[src/rtl/divider_iter_pkg.sv]
// Shared definitions for the iterative restoring divider.
package divider_iter_pkg;

  // Default operand width.
  localparam int XLEN_DEF = 64;

  // FSM state encoding.
  typedef enum logic [1:0] {
    DIV_IDLE = 2'd0,
    DIV_CALC = 2'd1,
    DIV_DONE = 2'd2
  } div_state_e;

  // Special results at the default width: quotient on divide-by-zero and
  // the dividend that overflows when divided by -1.
  localparam logic [XLEN_DEF-1:0] DIV_ZERO_Q       = '1;
  localparam logic [XLEN_DEF-1:0] DIV_OVF_DIVIDEND = {1'b1, {(XLEN_DEF-1){1'b0}}};

endpackage

[src/rtl/divider_iter_step.sv]
// One radix-2 restoring step: shift {rem, quo} left, trial-subtract divisor.
module div_restore_step #(
  parameter int XLEN = 64
) (
  input  logic [XLEN-1:0] rem_i,
  input  logic [XLEN-1:0] quo_i,
  input  logic [XLEN-1:0] divisor_i,
  output logic [XLEN-1:0] rem_o,
  output logic [XLEN-1:0] quo_o
);

  // Partial remainder is always below the divisor, so it fits in XLEN bits;
  // only the shifted value needs the extra bit.
  logic [XLEN:0]   shifted;
  logic [XLEN-1:0] diff;
  logic            ge;

  // Trial subtraction; the low XLEN bits of the difference are exact when it is non-negative.
  always_comb begin
    shifted = {rem_i, quo_i[XLEN-1]};
    ge      = (shifted >= {1'b0, divisor_i});
    diff    = shifted[XLEN-1:0] - divisor_i;
    rem_o   = ge ? diff : shifted[XLEN-1:0];
    quo_o   = {quo_i[XLEN-2:0], ge};
  end

endmodule

[src/rtl/divider_iter.sv]
// Iterative radix-2 restoring divider with RISC-V M special-case handling.
module divider_iter
  import divider_iter_pkg::*;
#(
  parameter int XLEN  = XLEN_DEF,
  parameter int CNT_W = 7
) (
  input  logic            clk,
  input  logic            rst,
  input  logic            req_valid_i,
  input  logic            block_i,
  input  logic [XLEN-1:0] dividend_i,
  input  logic [XLEN-1:0] divisor_i,
  input  logic            sign_i,
  output logic [XLEN-1:0] quotient_o,
  output logic [XLEN-1:0] remainder_o,
  output logic            ready_o,
  output logic            valid_o
);

  // XLEN-sized forms of the special-result constants.
  localparam logic [XLEN-1:0] ZERO_Q  = '1;
  localparam logic [XLEN-1:0] OVF_DVD = {1'b1, {(XLEN-1){1'b0}}};
  localparam logic [CNT_W-1:0] LAST_CNT = CNT_W'(XLEN - 1);

  div_state_e       state_q, state_d;
  logic [CNT_W-1:0] cnt_q, cnt_d;
  logic [XLEN-1:0]  rem_q, rem_d;
  logic [XLEN-1:0]  quo_q, quo_d;
  logic [XLEN-1:0]  dvs_q, dvs_d;
  logic             negq_q, negq_d;
  logic             negr_q, negr_d;
  logic [XLEN-1:0]  quot_q, quot_d;
  logic [XLEN-1:0]  remd_q, remd_d;

  logic [XLEN-1:0]  step_rem, step_quo;
  logic [XLEN-1:0]  dvd_abs, dvs_abs;
  logic             accept;

  assign ready_o     = (state_q != DIV_CALC);
  assign valid_o     = (state_q == DIV_DONE);
  assign quotient_o  = quot_q;
  assign remainder_o = remd_q;
  assign accept      = req_valid_i & ready_o & ~block_i;

  // Magnitudes are only taken for signed requests with a negative operand.
  assign dvd_abs = (sign_i & dividend_i[XLEN-1]) ? -dividend_i : dividend_i;
  assign dvs_abs = (sign_i & divisor_i[XLEN-1])  ? -divisor_i  : divisor_i;

  div_restore_step #(.XLEN(XLEN)) u_step (
    .rem_i     (rem_q),
    .quo_i     (quo_q),
    .divisor_i (dvs_q),
    .rem_o     (step_rem),
    .quo_o     (step_quo)
  );

  // Next-state, datapath load/step and result write-back.
  always_comb begin
    state_d = state_q;
    cnt_d   = cnt_q;
    rem_d   = rem_q;
    quo_d   = quo_q;
    dvs_d   = dvs_q;
    negq_d  = negq_q;
    negr_d  = negr_q;
    quot_d  = quot_q;
    remd_d  = remd_q;
    if (block_i) begin
      // Flush: drop any work, keep the last completed results.
      state_d = DIV_IDLE;
    end else begin
      unique case (state_q)
        DIV_IDLE, DIV_DONE: begin
          state_d = DIV_IDLE;
          if (accept) begin
            if (divisor_i == '0) begin
              state_d = DIV_DONE;
              quot_d  = ZERO_Q;
              remd_d  = dividend_i;
            end else if (sign_i && dividend_i == OVF_DVD && divisor_i == '1) begin
              state_d = DIV_DONE;
              quot_d  = dividend_i;
              remd_d  = '0;
            end else begin
              state_d = DIV_CALC;
              cnt_d   = '0;
              rem_d   = '0;
              quo_d   = dvd_abs;
              dvs_d   = dvs_abs;
              negq_d  = sign_i & (dividend_i[XLEN-1] ^ divisor_i[XLEN-1]);
              negr_d  = sign_i & dividend_i[XLEN-1];
            end
          end
        end
        DIV_CALC: begin
          rem_d = step_rem;
          quo_d = step_quo;
          cnt_d = cnt_q + 1'b1;
          if (cnt_q == LAST_CNT) begin
            state_d = DIV_DONE;
            quot_d  = negq_q ? -step_quo : step_quo;
            remd_d  = negr_q ? -step_rem : step_rem;
          end
        end
        default: state_d = DIV_IDLE;
      endcase
    end
  end

  // Control state and visible results, cleared by reset.
  always_ff @(posedge clk) begin
    if (rst) begin
      state_q <= DIV_IDLE;
      cnt_q   <= '0;
      quot_q  <= '0;
      remd_q  <= '0;
    end else begin
      state_q <= state_d;
      cnt_q   <= cnt_d;
      quot_q  <= quot_d;
      remd_q  <= remd_d;
    end
  end

  // Working datapath registers; always reloaded on accept, so no reset needed.
  always_ff @(posedge clk) begin
    rem_q  <= rem_d;
    quo_q  <= quo_d;
    dvs_q  <= dvs_d;
    negq_q <= negq_d;
    negr_q <= negr_d;
  end

endmodule

[config.mk]
export PLATFORM = sky130hd
export DESIGN_NAME = divider_iter
export DESIGN_NICKNAME = d
export VERILOG_FILES = /design/src/rtl/divider_iter_pkg.sv /design/src/rtl/divider_iter_step.sv /design/src/rtl/divider_iter.sv
export SDC_FILE = /design/constraint.sdc
export NUM_CORES = 1
export LEC_CHECK = 0
export BUFFER_PORTS_ARGS = -buffer_cell sky130_fd_sc_hd__buf_4
export CAP_MARGIN = 5
export CELL_PAD_IN_SITES_DETAIL_PLACEMENT = 1
export CELL_PAD_IN_SITES_GLOBAL_PLACEMENT = 1
export CORE_MARGIN = 1
export CORE_UTILIZATION = 35
export CTS_CLUSTER_DIAMETER = 30
export DETAILED_ROUTE_END_ITERATION = 16
export GPL_TIMING_DRIVEN = 0
export PLACE_DENSITY = 0.73
export SETUP_SLACK_MARGIN = 0.02
export SYNTH_ARGS = -nofsm -noshare
export SYNTH_HDL_FRONTEND = slang
export SYNTH_SLANG_ARGS = --single-unit
[constraint.sdc]
create_clock -name clk -period 13.3 [get_ports clk]
set_clock_uncertainty 0.2 [all_clocks]
set_input_delay 0.665 -clock clk [delete_from_list [all_inputs] [get_ports clk]]
set_output_delay 0.665 -clock clk [all_outputs]
set_load 0.005 [all_outputs]
# Word-level counts from Yosys, hierarchy flattened
# Index checks and enable logic that the tools add are counted.
[word_totals] regBits=331 output_inout_bits=130
[op_classes] add_sub_neg=6 magnitude_cmp=1 eq_ne=11 muxes=32 bitwise_logic=9 reduce_logical=10
[ops] cell="$mux W64" n=19
[ops] cell="$pmux W64 S2" n=4
[ops] cell="$neg A64 Y64" n=4
[ops] cell="$eq A64 B64 Y1 const B" n=2
[ops] cell="$ge A65 B64 Y1" n=1
[ops] cell="$logic_not A64 Y1" n=1
[ops] cell="$sub A64 B64 Y64" n=1
[ops] cell="$mux W7" n=3
[ops] cell="$reduce_and A5 Y1" n=3
[ops] cell="$pmux W7 S2" n=1
[ops] cell="$mux W2" n=4
[ops] cell="$ne A2 B2 Y1 const B" n=4
[ops] cell="$add A7 B1 Y7 const B" n=1
[ops] cell="$eq A7 B6 Y1 const B" n=1
[ops] cell="$and A1 B1 Y1" n=5
[ops] cell="$pmux W2 S2" n=1
[ops] cell="$reduce_or A2 Y1" n=2
[ops] cell="$ne A3 B3 Y1 const B" n=1
[ops] cell="$not A1 Y1" n=3
[ops] cell="$eq A2 B1 Y1 const B" n=1
[ops] cell="$eq A2 B2 Y1 const B" n=1
[ops] cell="$logic_and A1 B1 Y1" n=2
[ops] cell="$logic_not A2 Y1" n=1
[ops] cell="$ne A2 B1 Y1 const B" n=1
[ops] cell="2 further kinds" n=2

# Longest topological paths before layout
# Gate-level depths: netlist (run 1).
[logic_depth] word_depth=7 mapped_depth=29 mapped_depth_nobuf=23

# Hierarchy
# From an unflattened synthesis (run 1), not the netlist that was laid out.
[unflattened] cells_unflattened=2855 hier_area_um2=24965.2
[modules_own_cells] module="divider_iter" instances=1 cells_each=2034 area_each_um2=19092.1
[modules_own_cells] module="div_restore_step" instances=1 cells_each=821 area_each_um2=5873.1

# Least setup slack after synthesis (run 1)
# OpenSTA, ideal clock, no wires.
[synth_timing] kind="input to register" from="input port divisor_i[0]" to="register cnt_q[4]" arrival_time_ns=6.537 t_required_ns=12.813 setup_slack_ns=6.276 path_stages=15 path_buffers=0 path_cell_list="inv_1 > ha_1 > or3b_2 > or4_1 > nor4_1 > nand4_1 > or4_4 > nor4b_4 > inv_4 > o31ai_4 > or3b_2 > a21oi_2 > nand4_1 > xor2_1 > nor3_1"
[synth_via] elab_chain_len=4 elab_cells_between_ends=6 classes_between="3 x eq/ne; 3 x reduce/logical"
[synth_lines] element="start, declared" line_no="divider_iter.sv:13" text="input logic [XLEN-1:0] divisor_i,"
[synth_lines] element="$eq A64 B64 Y1" line_no="divider_iter.sv:81" text="end else if (sign_i && dividend_i == OVF_DVD && divisor_i == '1) begin"
[synth_lines] element="$logic_and A1 B1 Y1" line_no="divider_iter.sv:81"
[synth_lines] element="$ne A2 B2 Y1 (no source line)"
[synth_lines] element="$reduce_and A5 Y1 (no source line) *"
[synth_lines] element="end signal, assigned" line_no="divider_iter.sv:120" text="cnt_q <= cnt_d;"
[synth_lines] element="end, declared" line_no="divider_iter.sv:27" text="logic [CNT_W-1:0] cnt_q, cnt_d;"
# Every way passes the cells marked *; elsewhere a longest branch is shown, timed or not.
# A chain may end at the register's enable or synchronous reset.

# Worst setup path in the final report (run 1)
[layout_timing] from="register rem_q[19]" to="register quot_q[62] (netlist: quotient_o[62])"
[layout_via] elab_chain_len=5
[layout_lines] element="start, declared" line_no="divider_iter.sv:28" text="logic [XLEN-1:0] rem_q, rem_d;"
[layout_lines] element="start signal, assigned" line_no="divider_iter.sv:128" text="rem_q <= rem_d;"
[layout_lines] element="$ge A65 B64 Y1" line_no="divider_iter_step.sv:21" text="ge = (shifted >= {1'b0, divisor_i});"
[layout_lines] element="$neg A64 Y64" line_no="divider_iter.sv:102" text="quot_d = negq_q ? -step_quo : step_quo;"
[layout_lines] element="$mux W64" line_no="divider_iter.sv:102"
[layout_lines] element="$mux W64" line_no="divider_iter.sv:100" text="if (cnt_q == LAST_CNT) begin"
[layout_lines] element="$pmux W64 S2" line_no="divider_iter.sv:73" text="unique case (state_q)"
[layout_lines] element="end signal, assigned" line_no="divider_iter.sv:121" text="quot_q <= quot_d;"
[layout_lines] element="end, declared" line_no="divider_iter.sv:33" text="logic [XLEN-1:0] quot_q, quot_d;"
# Every way passes these cells. The select of a mux whose other input is x is not followed.

==> results_dict.tcl, run 1 <==
set metrics [dict create \
    hold_viol_final 0 \
    clock-sinks 331 \
    clk_pin_slew_ps 40 \
    die_h_um 271 \
    finalCoreUtilization_pct 44.7 \
    route.detailed.drc 0 \
    slew-limit-headroom_pct 7.13 \
    async_flop_share_pct 0 \
    max_clock_freq_mhz 97.7 \
    netlist_top_cells_area "edfxtp_1, dfxtp_1, o21ai_0, nor2_1, xor2_1" \
    ctsHoldBuffers 0 \
    ys_seq_area_share_pct 33.9 \
    synth_cell_types 98 \
    postCtsSetupBuffers 0 \
    outcome "finished clean" \
    insertion_delay_ps 670 \
    rrSetupSlack_ps 3070 \
    end_kind "flop" \
    nets 3658 \
    setup-violations-final 0 \
    r2r_start "rem_q[19]$_SDFFCE_PN0P_" \
    synth_warnings 0 \
    critPathKind "reg -> reg" \
    wl_per_cell_um 28.0 \
    clock_path_buffers 3 \
    tritoncts "done" \
    critPathRequiredTime_ps 13620 \
    viasPerCell 6.20 \
    maxCapViolCount 0 \
    synth_edf_count 194 \
    arrival_ps 10560 \
    synth_compound_area_share_pct 24.2 \
    grt_antenna_before_repair 2 \
    dieArea_mm2 0.0732 \
    cts_resized 0 \
    drt_iter0_drc 3087 \
    ys.flop_type "edfxtp_1" \
    cp_max_fo 10 \
    r2r_end "quotient_o[62]$_SDFFE_PP0P_" \
    synth_top_area_share_pct 23.1 \
    cts_root_buffer "clkbuf_16" \
    dpl.hpwl_um 99200 \
    netlist_instances 3092 \
    grt_usage_pct 33.2 \
    finalCritPeriodShare_pct 76.9 \
    drv_slew 0 \
    syn_area_mm2 0.0252 \
    syn2layout_area_growth_pct 26.4 \
    reg2regPathDepth 28 \
    synth.top_cells.by_count "nor2_1, nand2_1, o21ai_0" \
    die_w_um 271 \
    cts_htree_levels 3 \
    powerDensity_mw_per_mm2 138 \
    p_leak_nw 12.0 \
    fin_hold_ws_ps 54.7 \
    first_global_vias 27705 \
    num_rows 98 \
    routed_wl_um 126000 \
    initial_core_util_pct 35.4 \
    drt-pass1-iter-count 6 \
    synth_simple_gate_area_share_pct 22.2 \
    cpPeakStageDelay_ps 790 \
    synth_mux_area_share_pct 2.05 \
    synth_top_family_by_area "compound AO/OA/AOI/OAI gates" \
    worst_pin_slew_ps 1390 \
    critPathLaunchType "flop" \
    synth_xor_area_share_pct 9.26 \
    synth_seq_cells 331 \
    antenna_left 0 \
    gr-total-overflow 0 \
    startpoint "rem_q[19]$_SDFFCE_PN0P_" \
    port_buffers 258 \
    drive_gt1_share_pct 16.0 \
    design.core.area_mm2 0.0714 \
    yosysMostFrequentCell "nor2_1" \
    gp_congestion 0.975 \
    pin_count 263 \
    vias 27821 \
    period_needed_ps 10230 \
    hp-class "in -> reg" \
    peakVddDrop_mv 0.0954 \
    grt_max_degree 37 \
    avgSynthCellArea_um2 8.16 \
    synth_nets 3296 \
    tritoncts.num_buffers 94 \
    cp_slowest_cell "clkbuf_1" \
    synthAdderAreaFrac_pct 3.55 \
    rsz0062_at_grt "false" \
    crit_path_end "quotient_o[62]$_SDFFE_PP0P_" \
    synth_top_area_cell "edfxtp_1" \
    p_total_w 0.00439 \
    tns_ps 0 \
    grt_pass1_wl_um 181000 \
]
==> report_power, final <==
group / internal, W / leakage [nW] / switching [W]
Clock: 0.00162 / 1.64 / 0.000761
Combinational: 0.000262 / 7.45 / 0.000570
Sequential: 0.00114 / 2.94 / 0.0000399
Total: 0.00302 / 12.0 / 0.00137
==> registers in the layout (all words and copies together), names as in the netlist <==
signal       cells
state_q          2
negr_q           1
remainder_o     64
quo_q           64
cnt_q            7
negq_q           1
quotient_o      64
dvs_q           64
rem_q           64
==> how the worst min path moves through the flow <==
stage	startpoint	endpoint	slack, ps	depth (start not counted)
2_1_floorplan	quotient_o[10]$_SDFFE_PP0P_	quotient_o[10]$_SDFFE_PP0P_	250	2
3_3_place_gp	quotient_o[28]$_SDFFE_PP0P_	quotient_o[28]$_SDFFE_PP0P_	240	2
3_5_place_dp	quotient_o[28]$_SDFFE_PP0P_	quotient_o[28]$_SDFFE_PP0P_	250	2
4_1_cts	divisor_i[0]	dvs_q[0]$_DFFE_PP_	60	1
5_1_grt	divisor_i[0]	dvs_q[0]$_DFFE_PP_	60	1
6_report	divisor_i[0]	dvs_q[0]$_DFFE_PP_	50	1
==> worst max-delay path: cells and delay by family (launching register included) <==
| kind | cells | cell delay (ps) |
|---|---|---|
| AOI/OAI and AO/OA | 7 | 1510 |
| adders and majority gates | 2 | 630 |
| and+or+nand+nor | 10 | 3830 |
| DFF | 1 | 490 |
| buffers and inverters | 8 | 3250 |
| xor gates and xnor gates | 1 | 180 |
==> cell type report <==
cell class / instances / area, um2
fillers: 8558 / 39400
multi-input cells: 2471 / 15500
flip-flops and latches: 331 / 8570
clock buffers: 116 / 2590
repair buffers: 266 / 2100
well taps: 950 / 1190
plain buffers: 191 / 830
clock inverters: 61 / 773
inverters: 99 / 374
diodes: 1 / 2.50
==> cell families (layout without fill, tap and decap cells) <==
kind of cell,after synthesis,count (layout)
buf+inv,290,733
other cells,0,1
flops,331,331
compound gates,928,928
mux,51,51
simple gates,1154,1154
xor+xnor,267,267
fa+ha+maj,71,71
==> cell usage in the layout (no fill, tap or decap), drive strengths merged, types with 12 or more instances in the layout <==
cell type and count:
nor2 339, bufinv 12, nor4 41, edfxtp 194, o21a 15, clkinv 41
buf 341, dfxtp 137, nor3 120, mux2i 45, o41ai 23, a221oi 47
o211ai 31, xor2 144, nand2b 26, nand2 301, o31ai 48, and3 27
a31oi 32, or3 52, nand4 64, a211oi 36, ha 70, inv 103
o21ai 278, a2111oi 21, and2 35, or2 19, a21o 29, or4 24
xnor2 123, clkbuf 232, o221ai 18, a21oi 240, nand3 45
==> through the flow <==
stage               worst slack, ps  cell area [um2]  instances
global placement               3360            28400       4300
global route                   2710            31900       4485
floorplan                      6280            25200       3092
CTS                            3500            31900       4485
detailed placement             3510            28500       4308
finish                         3070            31900       4486
==> metal layers <==
layer | up-vias | track usage [%] | wire (um)
met5 | - | 0 | 11
met4 | 2 | 16.1 | 6410
met3 | 315 | 6.75 | 11600
met2 | 1384 | 51.8 | 55500
met1 | 13888 | 43.6 | 52200
li1 | 12232 | - | -
Note: power is estimated with default switching activity, not from simulation.
==> run 2, diff against run 1 <==
- ABC_AREA: default -> 1
- PLACE_DENSITY: 0.73 -> 0.76
- clock period: 13.3 -> 9.5 ns (I/O delays scaled with it)
==> run 2 against run 1 <==
The run now ends with max-capacitance violations left. Via count up 22%. Clock power up 48%. Die area up 8.9%. Sequential share of layout area down 2.3 points. Total power up 48%. Cell area up 9.5%. Synthesized area up 9.0%. Largest cell class unchanged.
==> results_dict.tcl, run 2 <==
set metrics [dict create \
    gp_congestion 1.06 \
    pin_count 263 \
    cts_htree_levels 3 \
    synth_seq_cells 331 \
    die_h_um 282 \
    synth.top_cells.by_count "nand2_1, inv_1, nor2_1" \
    yosysMostFrequentCell "nand2_1" \
    viasPerCell 5.79 \
    grt_antenna_before_repair 5 \
    maxCapViolCount 1 \
    arrival_ps 7350 \
    fin_hold_ws_ps 15.9 \
    tritoncts "done" \
    seq_area_mm2 0.00857 \
    netlist_instances 4313 \
    port_buffers 260 \
    synth_edf_count 194 \
    dieArea_mm2 0.0797 \
    path_delay_family "simple AND/OR/NAND/NOR gates" \
    crit_top_cell "nand2_1" \
    outcome "complete, but fails checks" \
    dpl.hpwl_um 128000 \
    tritoncts.num_buffers 101 \
    p_leak_nw 16.1 \
    finalCoreUtilization_pct 45.1 \
    finalCritPeriodShare_pct 74.2 \
    ys.flop_type "edfxtp_1" \
    crit_path_end "quotient_o[60]$_SDFFE_PP0P_" \
    r2r_end "quotient_o[60]$_SDFFE_PP0P_" \
    nets 4932 \
    critPathKind "reg -> reg" \
    cp_max_fo 10 \
    num_rows 102 \
    wl_per_cell_um 27.1 \
    gr-total-overflow 0 \
    antenna_left 0 \
    hold_viol_final 0 \
    route.detailed.drc 0 \
    violations "max-capacitance violations" \
    rsz0062_at_grt "false" \
    synth_top_area_share_pct 21.2 \
    max_clock_freq_mhz 142 \
    tns_ps 0 \
    postCtsSetupBuffers 0 \
    crit_buf_inv 3 \
    nFillCells 10269 \
    cp_slowest_cell "clkbuf_1" \
    reg2regPathDepth 28 \
    drive_gt1_share_pct 13.0 \
    end_kind "flop" \
    hp-class "in -> reg" \
    synth_cell_types 70 \
    peakVddDrop_mv 0.156 \
    synth_nets 4517 \
    powerDensity_mw_per_mm2 185 \
    avgSynthCellArea_um2 6.38 \
    multi_input_area_mm2 0.0158 \
    drt_iter0_drc 3809 \
    clock_path_buffers 3 \
    min-delay-start "divisor_i[1]" \
    grt_usage_pct 39.2 \
    initial_core_util_pct 35.5 \
    critPathLaunchType "flop" \
    grt_max_degree 67 \
    insertion_delay_ps 670 \
    worst_pin_slew_ps 1500 \
    synth_mux_area_share_pct 0 \
    synth_top_family_by_area "simple AND/OR/NAND/NOR gates" \
    netlist_top_cells_area "edfxtp_1, nand2_1, dfxtp_1, inv_1, nor2_1" \
    critPathRequiredTime_ps 9800 \
    synth_compound_area_share_pct 14.1 \
    cts_root_buffer "clkbuf_16" \
    clock-sinks 331 \
    r2r_start "rem_q[9]$_SDFFCE_PN0P_" \
    drt-pass1-iter-count 6 \
    clk_pin_slew_ps 50 \
    routed_wl_um 159000 \
    design.core.area_mm2 0.0776 \
    async_flop_share_pct 0 \
    synth_top_area_cell "edfxtp_1" \
    crit_cells 28 \
    startpoint "rem_q[9]$_SDFFCE_PN0P_" \
    grt_pass1_wl_um 225000 \
    rrSetupSlack_ps 2450 \
    period_needed_ps 7050 \
    slew-limit-headroom_pct 0.0224 \
    synthAdderAreaFrac_pct 3.26 \
    synth_warnings 0 \
    synth_xor_area_share_pct 3.02 \
    synth_simple_gate_area_share_pct 37.1 \
    vias 33919 \
    syn_area_mm2 0.0275 \
    cpPeakStageDelay_ps 730 \
    drv_slew 0 \
    final_common_cell "nand2_1" \
    ys_seq_area_share_pct 31.1 \
    first_global_vias 33348 \
    syn2layout_area_growth_pct 27.0 \
    die_w_um 282 \
    cts_resized 0 \
    final_cell_mix "nand2_1, inv_1, nor2_1" \
    setup-violations-final 0 \
]
-- run 2: layout make-up --
type	instances	share of cell area [%]
Antenna cell	3	0.0215
Buffer	139	1.91
Clock buffer	146	8.71
Clock inverter	44	1.58
Inverter	658	7.08
Multi-Input combinational cell	3185	45.3
Sequential cell	331	24.5
Tap cell	1040	3.72
Timing Repair Buffer	312	7.18
-- run 2: through the flow --
step           setup WS [ps]  power (W)  instance area [um2]  std cells
2_1_floorplan           3940    0.00239                27500       4313
3_3_place_gp             934    0.00288                30800       5613
3_5_place_dp            2780    0.00290                30900       5618
4_1_cts                 2740    0.00644                34900       5854
5_1_grt                 2010    0.00666                35000       5855
6_report                2450    0.00647                35000       5858
-- run 2: worst min path at each step --
stage | to | slack, ps | cells after the start
after floorplan | cnt_q[1]$_SDFFE_PP0P_ | 260 | 2
after global placement | cnt_q[1]$_SDFFE_PP0P_ | 280 | 2
after detailed placement | cnt_q[1]$_SDFFE_PP0P_ | 290 | 2
after CTS | dvs_q[8]$_DFFE_PP_ | 0.7 | 3
after global routing | dvs_q[30]$_DFFE_PP_ | 7 | 2
final | dvs_q[1]$_DFFE_PP_ | 20 | 3
-- run 2: report_power, final --
| group | switching (W) | internal, W | total [W] |
|---|---|---|---|
| logic | 0.000913 | 0.000365 | 0.00128 |
| clock network | 0.00110 | 0.00243 | 0.00353 |
| registers | 0.0000564 | 0.00161 | 0.00166 |
| total | 0.00207 | 0.00440 | 0.00647 |
-- run 2: kinds of logic (layout without fill, tap and decap cells) --
family,Yosys count,in the layout
AO/OA/AOI/OAI,681,681
XOR/XNOR,95,95
adder cells (fa/ha/maj),71,71
buffers and inverters,797,1299
flip-flops,331,331
other,0,3
AND/OR/NAND/NOR,2338,2338
-- run 2: worst min-delay path, stage by stage --
cell     delay, ps
buf_4           90
inv_1           60
o21ai_0        150
-- run 2: routing by layer --
metal  GRT usage (%)  vias up  part of all wire (%)
li1                -    15062                     -
met1            54.4    16623                    43
met2            57.1     1880                    41
met3            10.2      352                    11
met4            16.8        2                   4.5
met5               0        -                0.0082
-- run 2: what timing repair did --
item	CTS	global route
hold buffers	46	0
endpoints found under the setup margin	0	0
endpoints found under the hold margin	50	0
